<file path="src/rtl/uart_rx_param.sv">
// Parameterised UART receiver: 2-flop synchronizer, framing FSM, 1-entry holding register.
// Define UART_RX_MAJORITY_VOTE_EN for 2-of-3 majority sampling around mid-bit (+1 clk latency).
`timescale 1ns/1ps
module uart_rx_param #(
  parameter int DATA_WIDTH   = 8,
  parameter int PARITY_MODE  = 1,
  parameter int STOP_BITS    = 1,
  parameter int CLKS_PER_BIT = 16
) (
  input  logic                  clk,
  input  logic                  reset,
  input  logic                  serial_in,
  output logic [DATA_WIDTH-1:0] received_data,
  output logic                  data_is_valid,
  input  logic                  i_ready,
  output logic                  rx_error,
  output logic                  frame_error,
  output logic                  overrun,
  output logic                  o_busy
);
  localparam int CW = $clog2(CLKS_PER_BIT);
  localparam int BW = $clog2(DATA_WIDTH + 1);
`ifdef UART_RX_MAJORITY_VOTE_EN
  // One extra cycle so the decision point sees mid-1, mid and mid+1.
  localparam int SW = 4;
  localparam logic [CW-1:0] HALF_LD = CW'(CLKS_PER_BIT / 2);
`else
  localparam int SW = 3;
  localparam logic [CW-1:0] HALF_LD = CW'(CLKS_PER_BIT / 2 - 1);
`endif
  localparam logic [CW-1:0] FULL_LD   = CW'(CLKS_PER_BIT - 1);
  localparam logic [BW-1:0] DATA_LAST = BW'(DATA_WIDTH - 1);
  localparam logic [BW-1:0] STOP_LAST = BW'(STOP_BITS - 1);

  typedef enum logic [2:0] {IDLE, START, DATA, PARITY, STOP} state_t;
  typedef struct packed {
    logic [DATA_WIDTH-1:0] data;
    logic                  perr;
    logic                  ferr;
  } word_t;

  state_t                state, state_nxt;
  logic [CW-1:0]         cyc_cnt, cyc_nxt;
  logic [BW-1:0]         bit_cnt, bit_nxt;
  logic [DATA_WIDTH-1:0] shreg, shreg_nxt;
  logic                  perr, perr_nxt, ferr, ferr_nxt;
  logic [SW-1:0]         sync_q;  // [1:0] synchronizer, upper bits are history of the synced line
  logic                  fall, bit_val, tick, load, accept, exp_par;
  word_t                 hold;

  assign fall = sync_q[2] & ~sync_q[1];
`ifdef UART_RX_MAJORITY_VOTE_EN
  assign bit_val = (sync_q[1] & sync_q[2]) | (sync_q[1] & sync_q[3]) | (sync_q[2] & sync_q[3]);
`else
  assign bit_val = sync_q[1];
`endif
  assign tick    = (cyc_cnt == '0);
  assign exp_par = (PARITY_MODE == 2) ? ~^shreg : ^shreg;
  assign accept  = data_is_valid & i_ready;

  always_ff @(posedge clk or negedge reset) begin
    if (!reset) begin
      sync_q  <= '1;
      state   <= IDLE;
      cyc_cnt <= '0;
      bit_cnt <= '0;
      shreg   <= '0;
      perr    <= 1'b0;
      ferr    <= 1'b0;
    end else begin
      sync_q  <= {sync_q[SW-2:0], serial_in};
      state   <= state_nxt;
      cyc_cnt <= cyc_nxt;
      bit_cnt <= bit_nxt;
      shreg   <= shreg_nxt;
      perr    <= perr_nxt;
      ferr    <= ferr_nxt;
    end
  end

  always_comb begin
    state_nxt = state;
    cyc_nxt   = cyc_cnt;
    bit_nxt   = bit_cnt;
    shreg_nxt = shreg;
    perr_nxt  = perr;
    ferr_nxt  = ferr;
    load      = 1'b0;
    if (state != IDLE && !tick) cyc_nxt = cyc_cnt - 1'b1;
    case (state)
      IDLE: if (fall) begin
        state_nxt = START;
        cyc_nxt   = HALF_LD;
        perr_nxt  = 1'b0;
        ferr_nxt  = 1'b0;
      end
      START: if (tick) begin
        if (bit_val) begin
          state_nxt = IDLE;
          cyc_nxt   = '0;
        end else begin
          state_nxt = DATA;
          cyc_nxt   = FULL_LD;
        end
      end
      DATA: if (tick) begin
        shreg_nxt = {bit_val, shreg[DATA_WIDTH-1:1]};
        cyc_nxt   = FULL_LD;
        if (bit_cnt == DATA_LAST) begin
          bit_nxt   = '0;
          state_nxt = (PARITY_MODE != 0) ? PARITY : STOP;
        end else begin
          bit_nxt = bit_cnt + 1'b1;
        end
      end
      PARITY: if (tick) begin
        perr_nxt  = (bit_val != exp_par);
        cyc_nxt   = FULL_LD;
        state_nxt = STOP;
      end
      STOP: if (tick) begin
        if (!bit_val) ferr_nxt = 1'b1;
        cyc_nxt = FULL_LD;
        if (bit_cnt == STOP_LAST) begin
          bit_nxt   = '0;
          cyc_nxt   = '0;
          state_nxt = IDLE;
          load      = 1'b1;
        end else begin
          bit_nxt = bit_cnt + 1'b1;
        end
      end
      default: state_nxt = IDLE;
    endcase
  end

  // Holding register: a load only lands when the slot is empty or being drained this edge.
  always_ff @(posedge clk or negedge reset) begin
    if (!reset) begin
      hold          <= '0;
      data_is_valid <= 1'b0;
      overrun       <= 1'b0;
    end else begin
      if (load && (!data_is_valid || accept)) begin
        hold          <= {shreg, perr, ferr_nxt};
        data_is_valid <= 1'b1;
      end else if (accept) begin
        data_is_valid <= 1'b0;
      end
      if (accept)                     overrun <= 1'b0;
      else if (load && data_is_valid) overrun <= 1'b1;
    end
  end

  assign received_data = hold.data;
  assign rx_error      = hold.perr;
  assign frame_error   = hold.ferr;
  assign o_busy        = (state != IDLE);
endmodule
</file>
<file path="config.mk">
export PLATFORM = sky130hd
export DESIGN_NAME = uart_rx_param
export DESIGN_NICKNAME = d
export VERILOG_FILES = /design/src/rtl/uart_rx_param.sv
export SDC_FILE = /design/constraint.sdc
export NUM_CORES = 1
export LEC_CHECK = 0
export CAP_MARGIN = 20
export CORE_ASPECT_RATIO = 1.2
export CORE_UTILIZATION = 52
export DETAILED_ROUTE_END_ITERATION = 16
export GPL_ROUTABILITY_DRIVEN = 0
export PLACE_DENSITY = 0.73
export SETUP_SLACK_MARGIN = 0.15
export SYNTH_ARGS = -nofsm -noshare
export SYNTH_HDL_FRONTEND = slang
export SYNTH_SLANG_ARGS = --single-unit
</file>
<file path="constraint.sdc">
create_clock -name clk -period 2.8 [get_ports clk]
set_input_delay 0.28 -clock clk [delete_from_list [all_inputs] [get_ports clk]]
set_output_delay 0.28 -clock clk [all_outputs]
set_load 0.02 [all_outputs]
</file>
==> impl_metrics.toml <==
[detailed_routing]
vias_per_cell = 5.92
drt_drc_violations_left = 0
routedWlPerCell_microns = 15.6
first_iter_violations = 37
dr.pass1.iters = 4
via_count = 1254
antenna_left = 0
wirelength_microns = 3310

[sta]
slew_violations = 0
rsz0062_at_grt = "no"
finClkSkew_ps = 5.55
fin_crit_ps = 2470
setup_tns_ps = 0
final_hold_viol_count = 0
maxSlewHeadroom_pct = 63.7
max_freq_mhz = 405
tightest_slew_ps = 540
post-route-period-util_pct = 88.1
setup_viol = 0

[floorplanning]
start_util_pct = 55.0
die_x_microns = 56.5
core_sq_mm = 0.00337
die_h_microns = 67.4
die-area_sq_mm = 0.00380
io_pins = 17
row_count = 23

[global_route]
grt_max_degree = 37
antenna_found_initial = 0
overflow = 0
grt_pass1_wl_microns = 5890
grtUsageTotal_pct = 20.5
grt_pass1_vias = 1238

[outcome]
status = "completed"

[critical_path]
cp.arrival_ps = 2190
worstPathCellList = "nor3_1, inv_1, clkdlybuf4s50_1"
critPathLaunchType = "register"
cp.depth = 3
cp_num_buf_inv = 2
required_ps = 2520
slowest_stage = "clkdlybuf4s50_1"
crit_fanout = 14
cp-end-kind = "output pin"
ff2ff_path_depth = 5
cp_top_family = "buffers and inverters"
max_stage_delay_ps = 580
worstSetupPathType = "reg -> out"

[power]
pwr-share-clk_pct = 21.9
power_frac_seq_pct = 44.7
ir_drop_v = 0.000568
p_sw_share_pct = 37.0
power.leakage_nw = 0.930
p_comb_share_pct = 33.4
total_power_mw = 1.65
p_per_area_mw_per_mm2 = 782
p_sw_mw = 0.609
internal_power_mw = 1.04

[yosys]
yosys-top-cells-count = "33 x dfrtp_1, 20 x mux2_2, 9 x nand2_1, 7 x a21oi_1, 7 x inv_1"
synth.top_cell.area_share_pct = 44.6
syn_avg_cell_area_sq_um = 11.9
synth_cell_types = 47
yosysWarnings = 0
synth_edf_count = 0
ys_ff_latch = 36
seq_area_frac_synth_pct = 48.9
synth_ff_type = "dfrtp_1"
async_flop_share_pct = 100
synth_area_sq_mm = 0.00185
synthTopCellsByArea = "dfrtp_1 45%, mux2_2 12%, dfstp_2 4.3%"
synth_fp_nets = 163
yosysMostFrequentCell = "dfrtp_1"
synth_top_area_cell = "dfrtp_1"
postSynthCellCount = 156

[cts]
cts_max_level = 2
cts_resized = 0
cts_setup_buffers = 0
cts_buffer_depth = 2
ctsHoldBuffers = 0
cts_tree = "done"
root_buffer = "clkbuf_8"
path_clk_slew_ps = 70
clock-sinks = 36
clock_latency_ps = 290
cts_buffers = 5

[final_layout]
n_antenna_cell = 0
final_util_pct = 62.6
final_nets = 181
final_area_sq_mm = 0.00211
syn_to_final_growth_pct = 13.9
drive_gt1_share_pct = 26.3

[run]
cap_violations = 0

[min_path]
hold_path_class = "reg -> reg"
holdPathStages = 0

[place]
dp_hpwl_microns = 2400
placed_area_sq_mm = 0.00202
io_buffers = 16
registers in the layout, summed over array words and instances, names as in the netlist:
signal,flops
bit_cnt,4
cyc_cnt,4
data_is_valid,1
ferr,1
frame_error,1
overrun,1
perr,1
received_data,8
rx_error,1
shreg,8
state,3
sync_q,3
cell type report:
cell class	instances	area, sq um
clock buffers	6	72.6
clock inverters	2	16.3
multi-input cells	106	866
fillers	278	1260
repair buffers	18	175
inverters	7	26.3
well taps	37	46.3
flip-flops and latches	36	905
worst paths after layout:
| path | from | end | slack (ps) |
|---|---|---|---|
| max | state[2] | o_busy | 330 |
| min | sync_q[0] | sync_q[1] | 360 |
| max reg2reg | cyc_cnt[0] | shreg[2] | 630 |
| min reg2reg | sync_q[0] | sync_q[1] | 360 |
| max in group asynchronous | reset | sync_q[0] | 2050 |
| min in group asynchronous | reset | cyc_cnt[3] | 400 |
metrics by stage:
| step | cells | setup WS [ps] | hold slack (ps) |
|---|---|---|---|
| after floorplan | 156 | 788 | -15.6 |
| after global placement | 204 | 689 | 348 |
| after detailed placement | 204 | 633 | 351 |
| after CTS | 212 | 362 | 362 |
| after global routing | 212 | 152 | 368 |
| final | 212 | 333 | 361 |
logic make-up after synthesis:
| logic type | count (synthesis) | share of synthesized area (%) |
|---|---|---|
| AO/OA/AOI/OAI | 31 | 11.1 |
| XOR/XNOR | 8 | 4.53 |
| adder cells (fa/ha/maj) | 3 | 2.03 |
| buffers and inverters | 14 | 4.33 |
| flip-flops | 36 | 48.9 |
| multiplexers | 21 | 12.7 |
| AND/OR/NAND/NOR | 43 | 16.4 |
power groups by stage:
stage                     registers, mW  logic [mW]  clock network [mW]
final                             0.737       0.550               0.361
after global routing              0.759       0.616               0.389
after CTS                         0.734       0.549               0.371
after detailed placement          0.744       0.547                   0
after global placement            0.737       0.530                   0
after floorplan                   0.663       0.511                   0
cell usage in the layout (no fill, tap or decap), types with 2 or more instances in the layout:
| cell type | Yosys | layout |
|---|---|---|
| nor3b_1 | 2 | 2 |
| o21ai_0 | 6 | 6 |
| a21oi_1 | 7 | 7 |
| or4b_2 | 2 | 2 |
| nor3_4 | 2 | 2 |
| or3b_2 | 2 | 2 |
| nor2_1 | 5 | 5 |
| nor3_1 | 3 | 3 |
| clkbuf_8 | 1 | 5 |
| mux2_2 | 20 | 20 |
| inv_1 | 7 | 7 |
| nand2_1 | 9 | 9 |
| nor4_1 | 2 | 2 |
| buf_4 | 0 | 2 |
| dfrtp_1 | 33 | 33 |
| xor2_1 | 2 | 2 |
| clkdlybuf4s50_1 | 0 | 16 |
| xnor2_1 | 5 | 5 |
| ha_1 | 3 | 3 |
| o211ai_1 | 6 | 6 |
| nand2b_1 | 4 | 4 |
| a31oi_1 | 4 | 4 |
| dfstp_2 | 3 | 3 |
layer usage:
layer  track usage (%)  part of all wire, %
met3              5.36                  3.6
met1              25.6                   43
met2              33.2                   52
met4              9.76                  1.5
met5                 0                    0
Power figures use the tool's default switching activity.
==> patch, RTL diff (same flow settings) <==
`shreg` no longer has a reset.
--- a/src/rtl/uart_rx_param.sv
+++ b/src/rtl/uart_rx_param.sv
@@ -65,5 +65,4 @@
       cyc_cnt <= '0;
       bit_cnt <= '0;
-      shreg   <= '0;
       perr    <= 1'b0;
       ferr    <= 1'b0;
@@ -73,8 +72,11 @@
       cyc_cnt <= cyc_nxt;
       bit_cnt <= bit_nxt;
-      shreg   <= shreg_nxt;
       perr    <= perr_nxt;
       ferr    <= ferr_nxt;
     end
+  end
+
+  always_ff @(posedge clk) begin
+    shreg <= shreg_nxt;
   end
 
Function: no difference found for any inputs over 10 cycles, from zero or initial values and one cycle with reset low; that may be too few to reach the edited logic, so the function may still have changed.
==> patch against the unedited design <==
Total power shrank 5.7%; design area shrank 6.2%; sequential cell count unchanged; maximum frequency rose by 6.3%; critical path depth shrank 1; non-clock buffer count grew 1; die area down 7.9%; area after synthesis down 8.2%; hold slack worse by 0.052 ns; wire length shrank 7.9%; first-iteration DRC count decreased by 22%; worst setup slack better by 0.15 ns; clock skew up 0.0014 ns; largest power group unchanged.
==> patch: results (changes against the unedited design) <==
hold_class: "in2async"
crit_fanout: 15  # +1
clkTransAtPathRegs_ns: 0.11  # +0.04 ns
dr_wl_met2_um: 1558  # -10%
ys_warn_count: 0  # unchanged
drive_gt1_share_pct: 18.29  # -8.0 points
cts_setup_buffers: 0  # unchanged
ctsResizeCount: 0  # unchanged
io_buffers: 16  # unchanged
p_leak_nw: 0.8491  # -8.7%
stdcell_count: 200  # -5.7%
avgViaCountPerCell: 5.725  # -3.2%
diodes: 0  # unchanged
cts_made_buffers: 5  # unchanged
worstPathArrival_ns: 2.04  # -0.15 ns
pwr-share-clk_pct: 23.0  # +1.1 points
grt_pass1_vias: 1154  # -6.8%
htreeDepth: 2  # unchanged
combinationalPowerShare_pct: 30.3  # -3.1 points
synth.area.top_cells: "dfrtp_1, edfxtp_1, mux2_2"
clock_path_buffers: 2  # unchanged
wl_met1_um: 1353  # -3.8%
max-slew-margin-rel_pct: 60.24  # -3.5 points
met3_length_um: 102  # -14%
antenna_found_initial: 0  # unchanged
drtIter0Drc: 29  # -22%
synth_edf_count: 8  # +8
power.internal_mw: 1.037  # -0.14%
dpl.cell_count: 192  # -5.9%
worstSkewPairLatency_ns: 0.33  # +0.04 ns
synth_common_cells: "dfrtp_1, mux2_2, nand2_1"
pwr.group.clock_mw: 0.358
first_pass_iters: 4  # unchanged
place_hpwl_um: 2190  # -8.6%
place_ws_ns: 0.5884  # -0.04485 ns
grt_pass1_wl_um: 5154  # -12%
synth-seq-area-share_pct: 55.60  # +6.7 points
vdd_drop_max_mv: 0.6861  # +21%
synth_area_per_cell_sq_um: 11.97  # +0.87%
synth_cell_types: 45  # -4.3%
fin_nets: 170  # -6.1%
skew_ns: 0.006915  # +0.001364 ns
async_flop_share_pct: 77.78  # -22 points
wl_um: 3049  # -7.9%
syn_nets: 149  # -8.6%
grt_usage_pct: 21.05  # +0.59 points
status: "complete, no violations"
root_buffer: "clkbuf_4"
grt_start_max_net_pins: 17  # -54%
==> patch: area by class of cell <==
type | count | area (sq um)
Clock buffer | 6 | 41.29
Fill cell | 257 | 1107
Timing Repair Buffer | 19 | 182.7
Multi-Input combinational cell | 94 | 700.7
Tap cell | 36 | 45.04
Sequential cell | 36 | 944.7
Inverter | 7 | 26.28
Clock inverter | 2 | 35.03
==> patch: stage by stage <==
stage | util, % | area, sq um
6_report | 64.08 | 1976
5_1_grt | 64.08 | 1976
4_1_cts | 64.08 | 1976
3_5_place_dp | 61.61 | 1899
3_3_place_gp | 61.61 | 1899
2_1_floorplan | - | 1699
==> patch: worst max-delay path, cell delays in order, from the launching register on <==
cell	delay [ns]
dfrtp_1	0.55
or3_1	0.56
clkdlybuf4s50_1	0.59
==> patch: path summary, 6_finish.rpt <==
path                            cells past startpoint  slack, ns        from          endpoint
worst max-delay path                                2       0.48    state[1]            o_busy
worst min-delay path                                1       0.31       reset  received_data[4]
worst max register to register                      6       0.56  cyc_cnt[0]        bit_cnt[3]
worst min register to register                      0       0.36   sync_q[0]         sync_q[1]
max in group asynchronous                           2       1.79       reset         sync_q[2]
min in group clk                                    1       0.36   serial_in         sync_q[0]
==> patch: per-layer routing <==
metal  up-vias  track usage (%)
li1        560                -
met1       568            24.57
met2        15            34.15
met3         2            6.338
met4         0            9.936
met5         -                0
==> patch: cells by family (layout without fill, tap and decap cells) <==
kind of cell	after synthesis	after routing	synth area share (%)
buffers and inverters	12	34	3.166
DFF	36	36	55.60
and+or+nand+nor	42	42	14.51
adders and majority gates	3	3	2.209
AOI/OAI and AO/OA	28	28	11.19
xor gates and xnor gates	9	9	5.449
muxes	12	12	7.879
